--- config.mk ---
export PLATFORM = sky130hd
export DESIGN_NAME = r2fft_frame_sequencer
export DESIGN_NICKNAME = d
export VERILOG_FILES = /design/src/rtl/r2fft_pkg.sv /design/src/rtl/r2fft_stream_fifo2.sv /design/src/rtl/r2fft_frame_sequencer.sv
export SDC_FILE = /design/constraint.sdc
export NUM_CORES = 1
export LEC_CHECK = 0
export CAP_MARGIN = 20
export CELL_PAD_IN_SITES_DETAIL_PLACEMENT = 0
export CELL_PAD_IN_SITES_GLOBAL_PLACEMENT = 2
export CORE_MARGIN = 2
export CORE_UTILIZATION = 29
export DETAILED_ROUTE_END_ITERATION = 6
export HOLD_SLACK_MARGIN = 0.06
export PLACE_DENSITY = 0.79
export SYNTH_ARGS = -nofsm -noshare
export SYNTH_HDL_FRONTEND = slang
export SYNTH_SLANG_ARGS = --single-unit
--- constraint.sdc ---
create_clock -name clk -period 2.71 [get_ports clk]
set_input_delay 0.542 -clock clk [delete_from_list [all_inputs] [get_ports clk]]
set_output_delay 0.542 -clock clk [all_outputs]
set_load 0.05 [all_outputs]
--- src/rtl/r2fft_pkg.sv ---
// Shared types for the radix-2 FFT core control path: core status encoding
// and the frame sequencer state set.
package r2fft_pkg;

  typedef enum logic [2:0] {
    IDLE          = 3'd0,
    INPUT_STREAM  = 3'd1,
    FULL_BUFFER   = 3'd2,
    RUN_FFT       = 3'd3,
    DONE          = 3'd4
  } status_t;

  typedef enum logic [2:0] {
    S_IDLE,
    S_WAIT_FFT,
    S_READ,
    S_DRAIN,
    S_FIN,
    S_WAIT_CLEAR
  } seq_state_t;

endpackage

--- src/rtl/r2fft_stream_fifo2.sv ---
// Two-entry first-word-fall-through register FIFO; entry 0 is always the head.
module r2fft_stream_fifo2 #(
  parameter int unsigned W = 8
) (
  input  logic         clk,
  input  logic         rst,
  input  logic         push,
  input  logic [W-1:0] din,
  input  logic         pop,
  output logic [W-1:0] dout,
  output logic [1:0]   count
);

  logic [W-1:0] head;
  logic [W-1:0] tail;
  logic         pop_ok;
  logic         push_ok;

  assign pop_ok  = pop && (count != 2'd0);
  assign push_ok = push && ((count != 2'd2) || pop_ok);
  assign dout    = head;

  always_ff @(posedge clk) begin
    if (rst) begin
      head  <= '0;
      tail  <= '0;
      count <= '0;
    end else begin
      unique case ({push_ok, pop_ok})
        2'b10: begin
          if (count == 2'd0) head <= din;
          else               tail <= din;
          count <= count + 2'd1;
        end
        2'b01: begin
          head  <= tail;
          count <= count - 2'd1;
        end
        2'b11: begin
          // Occupancy unchanged: a lone head is replaced, a full pair shifts.
          if (count == 2'd1) begin
            head <= din;
          end else begin
            head <= tail;
            tail <= din;
          end
        end
        default: ;
      endcase
    end
  end

endmodule

--- src/rtl/r2fft_frame_sequencer.sv ---
// Frame sequencer for the radix-2 FFT core: sequences run/fin/autorun and
// unloads each finished frame from the DMA read bus as a valid/ready stream.
module r2fft_frame_sequencer
  import r2fft_pkg::*;
#(
  parameter  int unsigned FFT_LENGTH = 1024,
  parameter  int unsigned FFT_DW     = 16,
  localparam int unsigned FFT_N      = $clog2(FFT_LENGTH)
) (
  input  logic              clk,
  input  logic              rst,
  input  logic              enable,
  input  logic              autorun_cfg,
  input  logic              start,
  input  logic [2:0]        fft_status,
  input  logic [7:0]        fft_bfpexp,
  output logic              fft_autorun,
  output logic              fft_run,
  output logic              fft_fin,
  output logic              dmaact,
  output logic [FFT_N-1:0]  dmaa,
  input  logic [FFT_DW-1:0] dmadr_real,
  input  logic [FFT_DW-1:0] dmadr_imag,
  output logic              ostream_valid,
  input  logic              ostream_ready,
  output logic [FFT_DW-1:0] ostream_real,
  output logic [FFT_DW-1:0] ostream_imag,
  output logic [FFT_N-1:0]  ostream_index,
  output logic              ostream_last,
  output logic [7:0]        ostream_bfpexp,
  output logic              busy,
  output logic [15:0]       frame_count
);

  localparam int unsigned FW = 2*FFT_DW + FFT_N + 1;
  localparam logic [FFT_N-1:0] LAST_BIN = '1;

  seq_state_t       state, state_nxt;
  logic             start_pend;
  logic             run_done;
  logic             rd_pend;
  logic [FFT_N-1:0] rd_addr;
  logic [1:0]       fifo_count;
  logic [FW-1:0]    fifo_din;
  logic [FW-1:0]    fifo_dout;
  logic             pop;
  logic [2:0]       occupancy;

  assign ostream_valid = (fifo_count != 2'd0);
  assign pop           = ostream_valid && ostream_ready;
  assign occupancy     = {1'b0, fifo_count} + {2'b00, rd_pend};
  assign fifo_din      = {(rd_addr == LAST_BIN), rd_addr, dmadr_imag, dmadr_real};
  assign {ostream_last, ostream_index, ostream_imag, ostream_real} = fifo_dout;

  always_ff @(posedge clk) begin
    if (rst) state <= S_IDLE;
    else     state <= state_nxt;
  end

  always_comb begin
    state_nxt = state;
    unique case (state)
      S_IDLE:       if (enable) state_nxt = S_WAIT_FFT;
      S_WAIT_FFT:   if (fft_status == DONE) state_nxt = S_READ;
      S_READ:       if (dmaact && (dmaa == LAST_BIN)) state_nxt = S_DRAIN;
      S_DRAIN:      if (!rd_pend && (fifo_count == 2'd0)) state_nxt = S_FIN;
      S_FIN:        state_nxt = S_WAIT_CLEAR;
      S_WAIT_CLEAR: if (fft_status != DONE) state_nxt = enable ? S_WAIT_FFT : S_IDLE;
      default:      state_nxt = S_IDLE;
    endcase
  end

  // Credit counts the slot freed by a same-cycle pop so ready=1 sustains one
  // read per cycle while entries plus in-flight never exceed two.
  always_comb begin
    dmaact  = 1'b0;
    fft_run = 1'b0;
    fft_fin = 1'b0;
    busy    = (state != S_IDLE);
    unique case (state)
      S_WAIT_FFT: fft_run = (fft_status == FULL_BUFFER) && start_pend && !fft_autorun && !run_done;
      S_READ:     dmaact  = (occupancy < (3'd2 + {2'b00, pop}));
      S_FIN:      fft_fin = 1'b1;
      default: ;
    endcase
  end

  always_ff @(posedge clk) begin
    if (rst) begin
      fft_autorun    <= 1'b0;
      start_pend     <= 1'b0;
      run_done       <= 1'b0;
      rd_pend        <= 1'b0;
      rd_addr        <= '0;
      dmaa           <= '0;
      ostream_bfpexp <= '0;
      frame_count    <= '0;
    end else begin
      if ((state == S_IDLE) || (state == S_WAIT_CLEAR)) fft_autorun <= autorun_cfg;

      if (start)        start_pend <= 1'b1;
      else if (fft_run) start_pend <= 1'b0;

      if (fft_status != FULL_BUFFER) run_done <= 1'b0;
      else if (fft_run)              run_done <= 1'b1;

      rd_pend <= dmaact;
      if (dmaact) rd_addr <= dmaa;

      if ((state == S_WAIT_FFT) && (fft_status == DONE)) begin
        ostream_bfpexp <= fft_bfpexp;
        dmaa           <= '0;
      end else if (dmaact) begin
        dmaa <= dmaa + 1'b1;
      end

      if (fft_fin) frame_count <= frame_count + 16'd1;
    end
  end

  r2fft_stream_fifo2 #(
    .W(FW)
  ) u_fifo (
    .clk   (clk),
    .rst   (rst),
    .push  (rd_pend),
    .din   (fifo_din),
    .pop   (pop),
    .dout  (fifo_dout),
    .count (fifo_count)
  );

endmodule

# Word level (Yosys, flattened, before mapping)

Cells that the tools add are included.

Output and inout bits: 83
Bits in writable memories: 0
Flip-flop bits (word level): 139
Memories kept: 0
Bits in latches: 0
Logic and storage cells: 89
Memory bits (read-only): 0

Eq/ne operators: 24
$lt $le $gt $ge: 1
Reductions and logical operators: 27
Bitwise logic cells: 0
$mul: 0
Div/mod/pow operators: 0
Add/sub/neg operators: 6
Mux-type cells: 19
Shift operators: 0

Operators by type and width:

| operator              | number |
|---|---|
| $mux 43               | 4 |
| $pmux 43 s3           | 1 |
| $pmux 43 s2           | 1 |
| $eq 10x10->1 const B  | 2 |
| $pmux 3 s6            | 1 |
| $add 16x1->16 const B | 1 |
| $ne 2x2->1 const B    | 8 |
| $mux 3                | 5 |
| $add 10x1->10 const B | 1 |
| $eq 3x2->1 const B    | 3 |
| $eq 3x3->1 const B    | 3 |
| $logic_and 1x1->1     | 9 |
| $reduce_bool 2->1     | 4 |
| $mux 1                | 6 |
| $reduce_bool 3->1     | 2 |
| $reduce_and 5->1      | 1 |
| $eq 2x1->1 const B    | 2 |
| $eq 2x2->1 const B    | 2 |
| $pmux 2 s2            | 1 |
| $reduce_or 2->1       | 2 |
| $add 2x1->3           | 1 |
| $add 2x1->3 const A   | 1 |
| $eq 3x1->1 const B    | 1 |
| $logic_not 1->1       | 3 |
| 11 further kinds      | 12 |

# Logic depth before layout (Yosys ltp)

Depth in word-level cells: 8
Depth in mapped cells: 8
Gate-level depth less buffers: 7

# Cells and area by module

A second synthesis with hierarchy kept.

Cells, all modules: 723
Area, all modules: 5977.0 µm²

By module, submodules not included:

| module                | cells each | times used | area an instance (µm²) | seq. area each (µm²) |
|---|---|---|---|---|
| r2fft_stream_fifo2    | 452        | 1          | 3699.8                 | 1761.7 |
| r2fft_frame_sequencer | 271        | 1          | 2277.2                 | 1021.0 |

# Worst setup path after synthesis

OpenSTA, ideal clock, no wires.

Path type: register -> output
From: reg state[0]
To: out fft_fin
Data arrival time: 1937 ps
Path buffers: 1
Required time: 2168 ps
Slack: 231 ps
Cell stages (with the launch flop): 3
Cell sequence: dfxtp_1 clkbuf_1 nor3b_1

Longest elaborated chain between the ends: 2

Ends and longest elaborated chain:

| element                | line                        | RTL |
|---|---|---|
| start, declared        | r2fft_frame_sequencer.sv:38 | `seq_state_t state, state_nxt;` |
| start signal, assigned | r2fft_frame_sequencer.sv:57 | `else state <= state_nxt;` |
| $eq 3x3->1             | r2fft_frame_sequencer.sv:80 | `unique case (state)` |
| $mux 1                 | r2fft_frame_sequencer.sv:80 |  |
| end, declared          | r2fft_frame_sequencer.sv:19 | `output logic fft_fin,` |

Every way passes these cells.

# Worst setup path after layout

From: reg rd_pend
To: out dmaact

Longest elaborated chain between the ends: 3

Ends and longest elaborated chain:

| element                | line                         | RTL |
|---|---|---|
| start, declared        | r2fft_frame_sequencer.sv:41  | `logic rd_pend;` |
| start signal, assigned | r2fft_frame_sequencer.sv:107 | `rd_pend <= dmaact;` |
| $add 2x1->3            | r2fft_frame_sequencer.sv:51  | `assign occupancy = {1'b0, fifo_count} + {2'b00, rd_pend};` |
| $lt 3x3->1             | r2fft_frame_sequencer.sv:82  | `S_READ: dmaact = (occupancy < (3'd2 + {2'b00, pop}));` |
| $mux 1                 | r2fft_frame_sequencer.sv:80  |  |
| end, declared          | r2fft_frame_sequencer.sv:20  | `output logic dmaact,` |

Every way passes these cells.

==> flow_summary.toml <==
[power_and_ir_drop]
switching_share_pct = 37.0
internal-power_mw = 4.75
p_comb_share_pct = 35.3
p_leak_nw = 2.97
p_clk_share_pct = 31.8
seq_power_share_pct = 33.0
p_per_area_nw_per_um2 = 931
ir_drop_mv = 0.440
p_switching_mw = 2.79

[global_routing]
grt_max_degree = 87
overflow = 0
antenna_found_initial = 1
grt_usage_pct = 15.0
grt_pass1_wl_um = 25800
first_global_vias = 4961

[logic_synthesis]
netlist_instances = 684
netlist_area_um2 = 5820
yosys_register_bits = 139
synth.yosys.seq_area_share_pct = 47.8
yosys_warnings = 0
async_reset_ff_share_pct = 0
ys.flop_type = "dfxtp_1"
yosys.cell_types.count = 46
synth_edf_count = 0
avgSynthCellArea_um2 = 8.51
synth.net_count = 740

[final_layout]
utilization_pct = 41.3
layout-drive-gt1-share_pct = 8.58
area_growth_pct = 38.9
multi_input_area_um2 = 2830
regArea_um2 = 2790
fillers = 1970
design_area_um2 = 8090
antenna_cells = 0
nets = 859

[die]
fp-row-count = 51
fp.dieW_um = 146
initial_utilization_pct = 29.7
die_y_um = 146
die_area_um2 = 21200
ioPinCount = 132
core_area_um2 = 19600

[sta]
tightest_slew_ns = 0.723
max-slew-margin-rel_pct = 51.4
fmax_mhz = 383
skew_ns = 0.0103
finalSetupViolations = 0
finalCritPeriodShare_pct = 96.3
finalHoldViolCount = 0
final_max_slew_viol_count = 0
fin_ws_ns = 0.101
period_minus_slack_ns = 2.61
fin_tns_setup_ns = 0

[run_status]
outcome = "finished, final reports clean"

[place]
place.detailed.hpwl_um = 10100
place_congestion = 0.772
placed_area_um2 = 7450
place_ws_ns = 0.0645
io_buffers = 131

[critical_path]
crit_chain = "ha_1 > ha_2 > or4b_4 > a21o_4 > inv_2 > buf_12"
worst_ep_required_time_ns = 2.17
reg2reg_from = "rd_pend"
startpoint_type = "flip-flop"
worst_setup_path_end_kind = "output port"
r2r-end = "dmaa[5]"
crit_fanout = 2
startpoint = "rd_pend"
crit_path_end = "dmaact"
max_stage_delay_ns = 0.52
cp.arrival_ns = 2.07
crit_cells = 6
crit_slowest_cell = "or4b_4"
rr_worst_depth = 7
rrSetupSlack_ns = 0.38
critical_path_class = "flip-flop to output port"
path_buf_inv = 2
path_delay_family = "simple AND/OR/NAND/NOR gates"

[flow_run]
timing.max_cap.violations = 0

[drt]
antenna_left = 0
first_pass_iters = 4
drtIter0Drc = 251
vias = 5141
drt-wirelength-per-cell_um = 14.5
finalWirelength_um = 15600
drt-vias-per-instance = 4.76
drt_drc_violations_left = 0

[clocking]
insertion_delay_ns = 0.42
cts-root-buf = "clkbuf_16"
clock_path_buffers = 2
cts_tree = "done"
cts.sinks = 139
h-tree-depth = 4
cts.clk_slew.worst_paths_ns = 0.06
cts_buffers = 17

[min_path]
min_path_type = "flip-flop to flip-flop"
-- worst reg2reg max path, stage by stage, from the launching register on --
cell	delay, ns
dfxtp_4	0.34
ha_1	0.20
ha_2	0.18
or4b_4	0.52
a21o_4	0.21
buf_4	0.17
or4_1	0.50
a21oi_1	0.16
-- metrics by stage --
stage                     hold WS [ns]  cells  power (mW)
after floorplan                  0.436    684        4.32
after global placement           0.441   1046        5.18
after detailed placement         0.446   1046        5.20
after CTS                        0.454   1079        7.62
after global routing             0.466   1081        7.92
final                            0.450   1081        7.53
-- area by class of cell --
cell class                 instances  area share [%]
clock buffer                      19            5.48
sequential                       139            34.5
multi-input combinational        486            34.9
clock inverter                    13            2.04
inverter                          10           0.464
tap                              265            4.10
timing repair buffer             149            18.5
-- placed cells by master (no fill, tap or decap), types with 2 or more instances in the layout --
master,instances
clkbuf_16,17
xnor2_1,11
xor2_1,5
nor3b_1,3
buf_4,18
dfxtp_1,136
and4_1,2
a31o_2,2
nor4_1,5
clkinv_2,3
buf_12,5
clkdlybuf4s50_1,126
nor3_1,7
or3_1,3
inv_6,3
a21o_1,2
or4_1,5
a21oi_1,75
bufinv_16,3
a211oi_1,46
nor2_1,70
dfxtp_2,2
mux2i_1,48
o31ai_1,4
nand4_1,7
o21ai_0,5
ha_1,6
nand3_1,20
and3_1,2
clkinv_4,3
nor2b_1,4
nand2_1,133
inv_1,9
-- power groups by stage --
| stage | Clock [mW] | Combinational [mW] | Sequential (mW) |
|---|---|---|---|
| finish | 2.39 | 2.66 | 2.48 |
| floorplan | 0 | 1.02 | 3.30 |
| CTS | 2.46 | 2.68 | 2.49 |
| detailed placement | 0 | 2.67 | 2.53 |
| global route | 2.55 | 2.85 | 2.52 |
| global placement | 0 | 2.66 | 2.52 |
-- routing by layer --
| metal | global-route usage (%) | vias up | routed length [µm] |
|---|---|---|---|
| met1 | 19.3 | 2381 | 7590 |
| li1 | - | 2627 | - |
| met3 | 4.67 | 18 | 727 |
| met4 | 4.66 | 0 | 187 |
| met5 | 0 | - | 0 |
| met2 | 24.2 | 115 | 7130 |
-- cell usage after synthesis (7+ instances only) --
library cell,instances,area [µm²]
mux2i_1,48,480
nand4_1,7,43.8
ha_1,7,87.6
dfxtp_1,139,2780
nor2_1,70,263
inv_1,10,37.5
xnor2_1,11,96.3
a211oi_1,46,345
nand2_1,134,503
nor3_1,7,35.0
a21oi_1,75,375
nand3_1,21,105
clkbuf_1,37,139
-- cells by family after synthesis --
group	share of synthesized area, %
DFF	47.8
AOI/OAI and AO/OA	15.3
xor gates and xnor gates	2.41
adders and majority gates	1.50
and+or+nand+nor	20.4
buffers and inverters	4.10
muxes	8.45
-- timing repair --
action	4_1_cts	5_1_grt
hold buffers	0	0
buffers inserted	1	2
pin swaps	0	1
resized for setup	2	4
setup endpoints to repair	1	1
-- how the worst min path moves through the flow --
stage,from,end,slack [ns],cells after the start
final,u_fifo.tail[9],u_fifo.tail[9],0.45,2
after global routing,u_fifo.tail[26],u_fifo.tail[26],0.47,2
after CTS,u_fifo.tail[40],u_fifo.tail[40],0.45,2
after detailed placement,u_fifo.tail[34],u_fifo.tail[34],0.45,2
after global placement,u_fifo.tail[18],u_fifo.tail[18],0.44,2
after floorplan,u_fifo.tail[0],u_fifo.tail[0],0.44,2
-- flip-flops by register name, indices dropped and copies added (netlist names), 2 cells and up --
name            count
u_fifo.dout        43
ostream_bfpexp      8
frame_count        16
dmaa               10
u_fifo.tail        43
state               3
rd_addr            10
u_fifo.count        2
(Power assumes the default switching activity.)
==> edit: new RTL, config.mk and constraints unchanged <==
Re-encode `seq_state_t` (6 states) as one-hot, 6 bits wide.
--- a/src/rtl/r2fft_pkg.sv
+++ b/src/rtl/r2fft_pkg.sv
@@ -10,13 +10,13 @@
     DONE          = 3'd4
   } status_t;
 
-  typedef enum logic [2:0] {
-    S_IDLE,
-    S_WAIT_FFT,
-    S_READ,
-    S_DRAIN,
-    S_FIN,
-    S_WAIT_CLEAR
+  typedef enum logic [5:0] {
+    S_IDLE       = 6'b000001,
+    S_WAIT_FFT   = 6'b000010,
+    S_READ       = 6'b000100,
+    S_DRAIN      = 6'b001000,
+    S_FIN        = 6'b010000,
+    S_WAIT_CLEAR = 6'b100000
   } seq_state_t;
 
 endpackage
Formal check against the unedited RTL: same outputs for any inputs over 4 cycles, from zero or initial values and one cycle with rst high; so few cycles prove little.
==> edit against the original RTL <==
Sequential cell count rose by 3. Highest routed layer unchanged. Largest cell class unchanged. Routed wire length fell by 3.6%. Via count fell by 1.1%. Design area rose by 0.73%. Synthesized area rose by 1.8%. Utilization fell by 0.89 points. Setup slack improved by 6.2 ps. Total power fell by 13%. First-iteration DRC count rose by 3.6%. Fmax rose by 0.24%.
==> edit: results (changes against the original RTL) <==
stage,metric,value,unit,change
synth,"top cells by area, synth","dfxtp_1, mux2i_1, nand2_1, a211oi_1, a21oi_1",,"was dfxtp_1, nand2_1, mux2i_1, a21oi_1, a211oi_1"
timing,Clock Skew,5.91,ps,was 10.3 ps
global_route,initial antenna violation count,0,,was 1
placed_design,Setup WS pre-CTS,75.2,ps,was 64.5 ps
power_and_ir_drop,Static Leak,3.01,nW,was 2.97 nW
synth,most frequent cells after synthesis,"dfxtp_1, nand2_1, nor2_1",,"was dfxtp_1, nand2_1, a21oi_1"
placed_design,placer congestion estimate,0.744,,was 0.772
synth,Synthesized Nets,730,,was 740
synth,adder-cell share of the synthesized area,0.0148,,was 0.0150
synth,sequential share of the synthesized area,0.480,,was 0.478
global_route,met1 Use GR,0.193,,about the same
route,WL per Instance,14.0,um,was 14.5 um
route,Initial DRC Count,260,,was 251
placed_design,Detailed Place HPWL,10.1,mm,about the same
cts,Post-CTS Resized,3,,was 2
synth,mux contribution to synthesized area,0.0929,,was 0.0845
cells_and_area,share of layout cells above drive strength 1,0.0915,,was 0.0858
global_route,Tot GR Track Use,0.143,,was 0.150
synth,"Distinct cells, synth",45,,was 46
power_and_ir_drop,largest vdd supply drop,0.400,mV,was 0.440 mV
synth,area fraction in compound gates after synthesis,0.131,,was 0.153
route,metal3 WL,749,um,was 727 um
run_status,run status,finished clean,,unchanged
route,met2 wire length,6.96,mm,was 7.13 mm
cells_and_area,fillcell total,2004,,was 1970
global_route,largest net degree at the start of global routing,87,,unchanged
synth,xor and xnor area share after synthesis,0.0325,,was 0.0241
route,vias per cell,4.71,,was 4.76
worst_setup_path,Crit path largest cell delay,380,ps,was 520 ps
route,routed metal-1 wirelength,7.18,mm,was 7.59 mm
edit: cell types whose count changed in the layout (fill, tap and decap cells not counted), sizes merged, moves of 3 or more:
cell / change
dfxtp: +3
clkbuf: +6
mux2i: +7
a21oi: -11
xor2: +6
bufinv: -3
nand2: -22
nor2: +13
o31ai: -4
edit: path summary, 6_finish.rpt:
kind                  start             end  slack, ps  cells past startpoint
max                 rd_pend          dmaact        110                      5
min          u_fifo.tail[9]  u_fifo.tail[9]        450                      2
max reg2reg         rd_pend         dmaa[4]        410                      9
min reg2reg  u_fifo.tail[9]  u_fifo.tail[9]        450                      2
edit: stage by stage:
stage	cell area [sq um]	util	instances	total power [mW]	hold slack, ps
final	8150	0.404	1079	6.56	452
after global routing	8150	0.404	1079	6.91	467
after CTS	8130	0.403	1079	6.65	454
after detailed placement	7590	0.376	1047	4.50	446
after global placement	7590	0.376	1047	4.48	441
after floorplan	5930	-	674	3.83	436
edit: layout make-up:
cell class | instances | share of cell area
tap | 270 | 0.0415
clock buffer | 25 | 0.0608
inverter | 11 | 0.00507
clock inverter | 6 | 0.00430
timing repair buffer | 149 | 0.187
sequential | 142 | 0.350
multi-input combinational | 476 | 0.352
edit: power groups by stage:
| stage | clock network, mW | logic [mW] | registers (mW) |
|---|---|---|---|
| floorplan | 0 | 0.820 | 3.01 |
| global placement | 0 | 2.04 | 2.45 |
| detailed placement | 0 | 2.05 | 2.45 |
| global route | 2.28 | 2.19 | 2.44 |
| finish | 2.10 | 2.05 | 2.41 |
| CTS | 2.18 | 2.06 | 2.41 |
edit: worst max-delay path: cells and delay by family, from the launching register on:
kind                     cells  cell delay [ps]
AO/OA/AOI/OAI                1              330
buffers and inverters        2              320
adder cells (fa/ha/maj)      1              300
AND/OR/NAND/NOR              1              380
flip-flops                   1              320
